===== src/rtl/rr_arbiter_8.sv =====
// rtl/rr_arbiter_8.sv - 8-requester round-robin arbiter with registered, time-limited grant
//
// Ports:
//   clk           rising-edge clock
//   rst           asynchronous active-high reset
//   req[7:0]      request vector, bit i = requester i
//   rel           owner done; only looked at while a grant is active
//   grant[7:0]    registered one-hot grant, zero when idle
//   grant_valid   registered, always equal to |grant
//   grant_timeout one-cycle pulse after a grant is revoked purely by the hold limit
module rr_arbiter_8 #(
  parameter int MAX_HOLD = 16,
  parameter int CNT_W    = 8
) (
  input  logic       clk,
  input  logic       rst,
  input  logic [7:0] req,
  input  logic       rel,
  output logic [7:0] grant,
  output logic       grant_valid,
  output logic       grant_timeout
);

  typedef enum logic {
    IDLE  = 1'b0,
    GRANT = 1'b1
  } state_t;

  localparam logic [CNT_W-1:0] HOLD_LAST = CNT_W'(MAX_HOLD - 1);

  state_t           state;
  logic [2:0]       ptr;
  logic [2:0]       owner;
  logic [CNT_W-1:0] hold_cnt;

  logic [7:0] masked_req;
  logic       pick_found;
  logic [2:0] pick_idx;
  logic       end_rel;
  logic       end_drop;
  logic       end_hold;
  logic       grant_end;

  // First set bit of v, scanning upward from start and wrapping 7 -> 0.
  function automatic logic [3:0] rr_pick(input logic [7:0] v, input logic [2:0] start);
    logic       found;
    logic [2:0] idx;
    logic [2:0] k;
    found = 1'b0;
    idx   = 3'd0;
    for (int i = 0; i < 8; i++) begin
      k = start + 3'(i);
      if (!found && v[k]) begin
        found = 1'b1;
        idx   = k;
      end
    end
    return {found, idx};
  endfunction

  // While a grant is active the current owner is excluded, so one requester
  // can never win two grants in a row without an idle cycle in between.
  always_comb begin
    masked_req = req;
    if (state == GRANT) begin
      masked_req[owner] = 1'b0;
    end
    {pick_found, pick_idx} = rr_pick(masked_req, ptr);
  end

  assign end_rel   = rel;
  assign end_drop  = !req[owner];
  assign end_hold  = (hold_cnt == HOLD_LAST);
  assign grant_end = end_rel || end_drop || end_hold;

  always_ff @(posedge clk or posedge rst) begin
    if (rst) begin
      state         <= IDLE;
      ptr           <= 3'd0;
      owner         <= 3'd0;
      hold_cnt      <= '0;
      grant         <= 8'd0;
      grant_valid   <= 1'b0;
      grant_timeout <= 1'b0;
    end else begin
      grant_timeout <= 1'b0;
      case (state)
        IDLE: begin
          if (pick_found) begin
            state       <= GRANT;
            grant       <= 8'd1 << pick_idx;
            grant_valid <= 1'b1;
            owner       <= pick_idx;
            ptr         <= pick_idx + 3'd1;
            hold_cnt    <= '0;
          end
        end
        GRANT: begin
          if (grant_end) begin
            // Pulse only when the hold limit alone ended the grant.
            grant_timeout <= end_hold && !end_rel && !end_drop;
            if (pick_found) begin
              grant       <= 8'd1 << pick_idx;
              grant_valid <= 1'b1;
              owner       <= pick_idx;
              ptr         <= pick_idx + 3'd1;
              hold_cnt    <= '0;
            end else begin
              state       <= IDLE;
              grant       <= 8'd0;
              grant_valid <= 1'b0;
            end
          end else if (hold_cnt != HOLD_LAST) begin
            hold_cnt <= hold_cnt + 1'b1;
          end
        end
        default: begin
          state       <= IDLE;
          grant       <= 8'd0;
          grant_valid <= 1'b0;
        end
      endcase
    end
  end

endmodule

===== config.mk =====
export PLATFORM = sky130hd
export DESIGN_NAME = rr_arbiter_8
export DESIGN_NICKNAME = d
export VERILOG_FILES = /design/src/rtl/rr_arbiter_8.sv
export SDC_FILE = /design/constraint.sdc
export NUM_CORES = 1
export LEC_CHECK = 0
export BUFFER_PORTS_ARGS = -buffer_cell sky130_fd_sc_hd__clkbuf_2
export CAP_MARGIN = 20
export CORE_MARGIN = 2
export CORE_UTILIZATION = 66
export DETAILED_ROUTE_END_ITERATION = 10
export GPL_TIMING_DRIVEN = 0
export PLACE_DENSITY = 0.87
export SLEW_MARGIN = 30
export SYNTH_ARGS = -nofsm -noshare
export SYNTH_HDL_FRONTEND = slang
export SYNTH_SLANG_ARGS = --single-unit

===== constraint.sdc =====
create_clock -name clk -period 13.5 [get_ports clk]
set_clock_uncertainty 0.05 [all_clocks]
set_input_delay 2.7 -clock clk [delete_from_list [all_inputs] [get_ports clk]]
set_output_delay 2.7 -clock clk [all_outputs]
set_load 0.005 [all_outputs]

==> results of run 1 <==
==> worst min-delay path, cell delays in order, from the launching register on <==
cell and delay, ps:
dfrtp_1 360, nand2_1 50, nand2_1 60
==> logic make-up (layout without fill, tap and decap cells) <==
kind of cell | after synthesis | in the layout | synth area share
adders and majority gates | 9 | 9 | 0.04282
and+or+nand+nor | 119 | 119 | 0.2574
buffers and inverters | 39 | 61 | 0.06470
muxes | 12 | 12 | 0.08944
xor gates and xnor gates | 3 | 3 | 0.009992
DFF | 25 | 25 | 0.2379
AOI/OAI and AO/OA | 99 | 99 | 0.2978
==> cells in the mapped netlist, types with 4 or more instances <==
cell / count / share of area
dfrtp_1: 25 / 0.24
mux4_2: 9 / 0.077
o21ai_0: 14 / 0.027
buf_2: 4 / 0.0076
o2111ai_1: 7 / 0.023
nand3_1: 16 / 0.030
a32o_1: 7 / 0.027
inv_1: 14 / 0.020
a21oi_1: 10 / 0.019
and3_1: 4 / 0.0095
nand2_1: 39 / 0.056
nor2_1: 11 / 0.016
o211ai_1: 7 / 0.020
nand4_1: 5 / 0.012
o22ai_1: 8 / 0.019
ha_1: 9 / 0.043
clkbuf_1: 13 / 0.019
o221ai_1: 12 / 0.040
nand2b_1: 18 / 0.043
==> layout make-up <==
| cell class | instances | area share |
|---|---|---|
| clock buffer | 4 | 0.01594 |
| tap | 48 | 0.02126 |
| sequential | 25 | 0.2214 |
| buffer | 23 | 0.03897 |
| timing repair buffer | 18 | 0.03189 |
| inverter | 16 | 0.02126 |
| multi-input combinational | 242 | 0.6492 |
==> state kept, by name (all words and copies together) (netlist names) <==
register       count
grant              8
hold_cnt           8
owner              3
state              1
grant_valid        1
ptr                3
grant_timeout      1
==> worst max path at each step <==
stage / startpoint / end / slack (ps)
2_1_floorplan: req[6] / grant[3] / 8120
3_3_place_gp: req[6] / grant[3] / 7830
3_5_place_dp: req[6] / grant[7] / 7810
4_1_cts: req[6] / grant[3] / 8080
5_1_grt: req[6] / ptr[2] / 7910
6_report: req[1] / grant[3] / 8030
==> layout by cell type (no fill, tap or decap), drive strengths merged, types with 4 or more instances in the layout <==
cell	synthesis	routed
o21ai	19	19
a21oi	10	10
ha	9	9
dfrtp	25	25
mux4	9	9
nand3	16	16
nor2	11	11
o221ai	12	12
nand2	39	39
o211ai	7	7
nand4	5	5
o22ai	8	8
clkbuf	13	35
buf	10	10
nor3	4	4
inv	16	16
nand2b	18	18
a32o	7	7
o2111ai	7	7
and3	4	4
==> per-layer routing <==
metal	GRT usage	up-vias	wire, um
met5	0	-	0
met4	0.2168	0	470
met3	0.03716	46	625
met2	0.5582	185	3449
met1	0.4168	1294	2753
li1	-	1244	-
==> stage by stage <==
stage                     setup WS [ps]  hold WS (ps)  utilization  std cells
after floorplan                    8115         403.5            -        306
after global placement             7834         415.1       0.7426        372
after detailed placement           7806         416.2       0.7426        372
after CTS                          8083         441.1       0.7547        376
after global routing               7914         476.0       0.7547        376
final                              8030         448.0       0.7547        376
==> impl_metrics.json, run 1 <==
{
  "path_cells": "clkbuf_2 > inv_1 > o32ai_1 > mux4_2 > inv_1 > and3_1 > o221a_2 > o31ai_4 > inv_2 > ha_1 > ha_1 > a22o_1",
  "hold_buffers": 0,
  "yosys_warnings": 0,
  "via_per_inst": 7.364,
  "final_nets": 349,
  "fin_area_mm2": 0.002825,
  "n_fill_cell": 288,
  "grt_max_degree": 26,
  "ys_seq_area_frac": 0.2379,
  "worst_path_max_delay_cell": "o32ai_1",
  "synth_area_mm2": 0.002630,
  "grt_pass1_wl_um": 11530,
  "tightest_slew_ps": 758.4,
  "slew_headroom": 0.4928,
  "finalWirelength_um": 7298,
  "fin_tns_setup_ps": 0,
  "core_area_mm2": 0.003744,
  "hold_end": "grant_valid",
  "slowest_delay_ps": 680,
  "drt_iter0_markers": 326,
  "arrival_ps": 5580,
  "gp_congestion": 1.048,
  "status": "finished clean",
  "clock_latency_ps": 260,
  "num_vias": 2769,
  "postCtsSetupRepairBufs": 0,
  "hold_class": "flip-flop to flip-flop",
  "rsz0062_at_grt": "false",
  "holdCritStartpoint": "grant_valid",
  "fp.dieArea_mm2": 0.004506,
  "crit_family": "compound AO/OA/AOI/OAI gates",
  "clock.fmax_mhz": 182.8,
  "async_reset_ff_frac": 1.000,
  "diodes": 0,
  "layout_min_cycle_time_ps": 5470,
  "die_h_um": 67.13,
  "setup_violations": 0,
  "reg2reg_depth": 16,
  "clock_tree.buffer_depth": 2,
  "clk_pin_slew_ps": 80,
  "syn_to_final_growth_pct": 7.422,
  "remaining_drc_errors": 0,
  "cp.required_ps": 13610,
  "finalCritPeriodShare": 0.4052,
  "synth.distinct_cells": 67,
  "synth-main-ff-cell": "dfrtp_1",
  "cts_tree": "built",
  "final_max_slew_viol_count": 0,
  "rr_startpoint": "ptr[0]",
  "clockRootBuffer": "clkbuf_8",
  "track_usage": 0.3374,
  "multi_input_area_mm2": 0.001834,
  "r2r_slack_ps": 8560,
  "timing.max_cap.violations": 0,
  "h-tree-depth": 1,
  "numCtsBuffers": 3,
  "place_area_mm2": 0.002780,
  "post_drt_wl_per_cell_um": 19.41,
  "start_util": 0.7025,
  "crit_buf_inv": 4,
  "finalHoldViolations": 0,
  "portBuffers": 18,
  "seq_area_um2": 625.6,
  "overflow": 0,
  "cp.depth": 12,
  "postRouteAntennaNets": 0,
  "crit_type": "primary input to flip-flop",
  "synth_area_per_cell_um2": 8.595,
  "ioPinCount": 21,
  "cp-start-kind": "primary input",
  "crit_path_end_kind": "flip-flop",
  "drive_gt1_frac": 0.1860,
  "antenna_found_initial": 0,
  "ctsResizeCount": 0,
  "drt-pass1-iter-count": 6,
  "synth-edff-count": 0,
  "whs_path_depth": 2,
  "path_max_fanout": 6,
  "rr_endpoint": "grant[3]",
  "first_global_vias": 2430,
  "cts_sinks": 25,
  "dpl.hpwl_um": 5500,
  "core.rowCount": 22,
  "netlist_instances": 306,
  "synth_nets": 326,
  "synth-seq-cells": 25,
  "dieWidth_um": 67.13
}
Power of run 1 is not shown: default switching activity piles up to over one toggle a cycle in this logic, so the estimate is an artifact.
==> run 2, diff against run 1 <==
Settings changed: CORE_UTILIZATION 66 to 55, PLACE_DENSITY 0.87 to 0.77.
Clock period 13.5 ns to 4.7 ns, I/O delays scaled along.
==> run 2 against run 1 <==
Setup slack worse by 7800 ps. Routed wire length is 1.0% lower. Highest routed layer unchanged. Critical path depth is 3 higher. Non-clock buffer count is 2 higher.
==> impl_metrics.json, run 2 (synthesis gave the netlist of run 1 again) <==
{
  "via_per_inst": 7.010,
  "cp.required_ps": 4840,
  "status": "finished clean",
  "drive_gt1_frac": 0.2091,
  "grt_max_degree": 26,
  "clockRootBuffer": "clkbuf_8",
  "crit_type": "flip-flop to flip-flop",
  "cpMostUsedCell": "ha_1",
  "largestRegisters": "grant x8, hold_cnt x8",
  "core_area_mm2": 0.004661,
  "dpl.hpwl_um": 5464,
  "cts_tree": "built",
  "setup_violations": 0,
  "grt_util_met1": 0.3821,
  "diodes": 0,
  "start_util": 0.5643,
  "grt_util_met2": 0.4454,
  "clock.fmax_mhz": 224.7,
  "final_nets": 351,
  "slew_headroom": 0.5511,
  "antenna_found_initial": 0,
  "hold_class": "flip-flop to flip-flop",
  "final_common_cell": "nand2_1",
  "finalCritPeriodShare": 0.9468,
  "slowest_delay_ps": 500,
  "dieWidth_um": 73.15,
  "clock_tree.buffer_depth": 2,
  "crit_path_end_kind": "flip-flop",
  "numCtsBuffers": 3,
  "grt_pass1_wl_um": 11720,
  "hold_end": "grant[4]",
  "final_cells": 384,
  "h-tree-depth": 1,
  "gp_congestion": 1.024,
  "tightest_slew_ps": 671.3,
  "core.rowCount": 25,
  "ioPinCount": 21,
  "arrival_ps": 4590,
  "die_h_um": 73.15,
  "rr_startpoint": "ptr[1]",
  "final_cell_mix": "39 x nand2_1, 24 x dfrtp_1, 20 x clkbuf_2",
  "holdCritStartpoint": "grant[4]",
  "first_global_vias": 2469,
  "r2r_slack_ps": 250,
  "clk_pin_slew_ps": 80,
  "path_max_fanout": 10,
  "timing.max_cap.violations": 0,
  "finalHoldViolations": 0,
  "cp-start-kind": "flip-flop",
  "syn_to_final_growth_pct": 8.753,
  "n_fill_cell": 419,
  "path_cells": "clkbuf_2 > inv_1 > ha_1 > clkbuf_1 > nand2_1 > o22ai_1 > mux4_2 > or2_0 > a211o_4 > or4_4 > o31ai_4 > inv_2 > ha_1 > ha_1 > o21ai_0",
  "portBuffers": 18,
  "overflow": 0,
  "cts_sinks": 25,
  "whs_path_depth": 1,
  "reg2reg_depth": 15,
  "final_max_slew_viol_count": 0,
  "post_drt_wl_per_cell_um": 18.81,
  "grt_busiest_layer": "met2",
  "rr_endpoint": "ptr[2]",
  "worst_path_max_delay_cell": "mux4_2",
  "track_usage": 0.2783,
  "layout_min_cycle_time_ps": 4450,
  "grt_use_met3": 0.02762,
  "drt_iter0_markers": 323,
  "remaining_drc_errors": 0,
  "drt-pass1-iter-count": 5,
  "postRouteAntennaNets": 0,
  "num_vias": 2692,
  "fp.dieArea_mm2": 0.005351,
  "clock_latency_ps": 260,
  "dp_cells": 378,
  "finalWirelength_um": 7222
}
==> run 2: changes by cell type in the layout (fill, tap and decap cells not counted) <==
| cell | change |
|---|---|
| clkbuf_1 | -4 |
| clkinv_2 | +1 |
| inv_1 | -1 |
| clkinvlp_4 | +1 |
| dfrtp_2 | +1 |
| buf_4 | +3 |
| dfrtp_1 | -1 |
| clkbuf_2 | +2 |
==> run 2: worst max-delay path by stage <==
stage                     slack (ps)  endpoint    from
after detailed placement        -210    ptr[2]  ptr[0]
after global placement          -180    ptr[2]  ptr[0]
final                            250    ptr[2]  ptr[1]
after floorplan                  480  grant[7]  ptr[0]
after CTS                         60    ptr[2]  ptr[1]
after global routing              -6    ptr[2]  ptr[0]
==> run 2: cell type report <==
class / count / area, um^2 / area share
Clock buffer: 3 / 41.29 / 0.01444
Clock inverter: 1 / 5.005 / 0.001750
Multi-Input combinational cell: 242 / 1834 / 0.6413
Tap cell: 54 / 67.56 / 0.02362
Inverter: 16 / 63.81 / 0.02231
Timing Repair Buffer: 21 / 112.6 / 0.03937
Sequential cell: 25 / 626.9 / 0.2192
Buffer: 22 / 108.9 / 0.03806
==> run 2: through the flow <==
step / cell area (um^2) / setup slack [ps] / setup TNS (ps) / hold WS, ps / utilization
after global placement: 2788 / -177.5 / -518.9 / 425.6 / 0.5981
after detailed placement: 2788 / -205.1 / -611.4 / 425.2 / 0.5981
after CTS: 2831 / 62.53 / 0 / 449.3 / 0.6075
after floorplan: 2630 / 476.4 / 0 / 403.5 / -
final: 2860 / 250.0 / 0 / 450.9 / 0.6137
after global routing: 2860 / -5.961 / -5.961 / 479.9 / 0.6137
==> run 2: repair_timing <==
| item | CTS | global route |
|---|---|---|
| hold buffers | 0 | 0 |
| setup buffers | 0 | 3 |
| setup endpoints to repair | 5 | 3 |
| gates resized for setup | 1 | 4 |
==> run 2: worst max-delay path: cells and delay by family (launching register included) <==
family / cells / cell delay, ps
adders and majority gates: 3 / 910
and+or+nand+nor: 3 / 860
buffers and inverters: 4 / 830
AOI/OAI and AO/OA: 4 / 720
muxes: 1 / 500
DFF: 1 / 480
==> run 2: layer usage <==
metal  share of wire  vias up
met5               0        -
met1            0.44     1273
met2            0.47      153
met4           0.027        0
met3           0.062       24
li1                -     1242
Power of run 2 is left out for the same reason.
==> run 3, diff against run 2 <==
Settings changed: RECOVER_POWER set to 25.
==> run 3 against run 2 <==
Sequential share of layout area unchanged. Setup slack got worse by 1.3 ps. Flip-flop and latch count unchanged. Routed wire length about the same. Critical path depth unchanged. Via count decreased by 0.63%. Die area unchanged. Global-route usage unchanged. Maximum frequency about the same. Register-to-register slack about the same. Critical path type unchanged. Largest cell class unchanged. Hold slack unchanged. First-iteration DRC count unchanged.
==> impl_metrics.json, run 3 (synthesis gave the netlist of run 1 again) <==
{
  "ioPinCount": 21,
  "drt-pass1-iter-count": 5,
  "grt_use_met3": 0.02762,
  "core_area_mm2": 0.004661,
  "largestRegisters": "grant x8, hold_cnt x8",
  "clockRootBuffer": "clkbuf_8",
  "grt_max_degree": 26,
  "drive_gt1_frac": 0.2061,
  "reg2reg_depth": 15,
  "final_common_cell": "nand2_1",
  "clock.fmax_mhz": 224.7,
  "remaining_drc_errors": 0,
  "finalHoldViolations": 0,
  "crit_start": "ptr[1]",
  "first_global_vias": 2469,
  "overflow": 0,
  "clk_pin_slew_ps": 80,
  "arrival_ps": 4590,
  "path_max_fanout": 10,
  "cts_sinks": 25,
  "hold_buffers": 0,
  "die_h_um": 73.15,
  "final_max_slew_viol_count": 0,
  "rr_endpoint": "ptr[2]",
  "core.rowCount": 25,
  "grt_busiest_layer": "met2",
  "fp.dieArea_mm2": 0.005351,
  "postRouteAntennaNets": 0,
  "finalCritPeriodShare": 0.9471,
  "numCtsBuffers": 3,
  "clock_latency_ps": 260,
  "diodes": 0,
  "final_cell_mix": "39 x nand2_1, 24 x dfrtp_1, 20 x clkbuf_2",
  "hold_class": "flip-flop to flip-flop",
  "tightest_slew_ps": 898.9,
  "start_util": 0.5643,
  "drt_iter0_markers": 323,
  "slew_headroom": 0.4001,
  "crit_type": "flip-flop to flip-flop",
  "final_nets": 351,
  "fin_tns_setup_ps": 0,
  "antenna_found_initial": 0,
  "r2r_slack_ps": 250,
  "rr_startpoint": "ptr[1]",
  "grt_pass1_wl_um": 11720,
  "num_vias": 2675,
  "grt_util_met2": 0.4454,
  "crit_end": "ptr[2]",
  "h-tree-depth": 1,
  "setup_violations": 0,
  "track_usage": 0.2783,
  "status": "finished clean",
  "dpl.hpwl_um": 5464,
  "cts_tree": "built",
  "post_drt_wl_per_cell_um": 18.79,
  "grt_util_met1": 0.3821,
  "dieWidth_um": 73.15,
  "gp_congestion": 1.024,
  "clock_tree.buffer_depth": 2,
  "syn_to_final_growth_pct": 8.753,
  "layout_min_cycle_time_ps": 4451,
  "portBuffers": 18,
  "finalWirelength_um": 7216,
  "n_fill_cell": 419,
  "cp.required_ps": 4840,
  "timing.max_cap.violations": 0,
  "cp-start-kind": "flip-flop",
  "crit_path_end_kind": "flip-flop",
  "via_per_inst": 6.966
}
==> run 3: cell counts in the layout (fill, tap and decap cells not counted) <==
No cell type changed its count.
==> run 3: per-stage QoR <==
stage | setup WS (ps) | std cells | area (um^2) | utilization | hold slack, ps
after floorplan | 476.4 | 306 | 2630 | - | 403.5
final | 248.7 | 384 | 2860 | 0.6137 | 450.9
after global placement | -177.5 | 378 | 2788 | 0.5981 | 425.6
after CTS | 62.53 | 381 | 2831 | 0.6075 | 449.3
after global routing | -5.961 | 384 | 2860 | 0.6137 | 479.9
after detailed placement | -205.1 | 378 | 2788 | 0.5981 | 425.2
==> run 3: cell type report <==
class / instances / area [um^2] / share of cell area
Multi-Input combinational cell: 242 / 1834 / 0.6413
Sequential cell: 25 / 626.9 / 0.2192
Timing Repair Buffer: 21 / 112.6 / 0.03937
Buffer: 22 / 108.9 / 0.03806
Tap cell: 54 / 67.56 / 0.02362
Inverter: 16 / 63.81 / 0.02231
Clock buffer: 3 / 41.29 / 0.01444
Clock inverter: 1 / 5.005 / 0.001750
==> run 3: timing repair <==
item,in CTS,in global routing
resized for setup,1,4
gates cloned,0,0
buffers inserted,0,3
setup endpoints to repair,5,3
endpoints found under the hold margin,0,0
==> run 3: metal layers <==
metal | up-vias | wire length, um
met5 | - | 0
met4 | 0 | 186
met3 | 22 | 437
met2 | 148 | 3380
met1 | 1263 | 3212
li1 | 1242 | -
==> run 3: how the worst min path moves through the flow <==
stage,to,depth (start not counted),startpoint
after global placement,grant_valid,2,grant_valid
after global routing,grant[3],1,grant[3]
after detailed placement,grant_valid,2,grant_valid
final,grant[4],1,grant[4]
after floorplan,hold_cnt[7],1,hold_cnt[7]
after CTS,grant_valid,2,grant_valid
==> run 3: critical path, cell delays in order, from the launching register on <==
cell	delay (ps)
dfrtp_1	480
clkbuf_2	280
inv_1	190
ha_1	420
clkbuf_1	290
nand2_1	170
o22ai_1	120
mux4_2	500
or2_0	250
a211o_4	330
or4_4	440
o31ai_4	110
inv_2	70
ha_1	220
ha_1	270
o21ai_0	160
Power of run 3 is left out for the same reason.
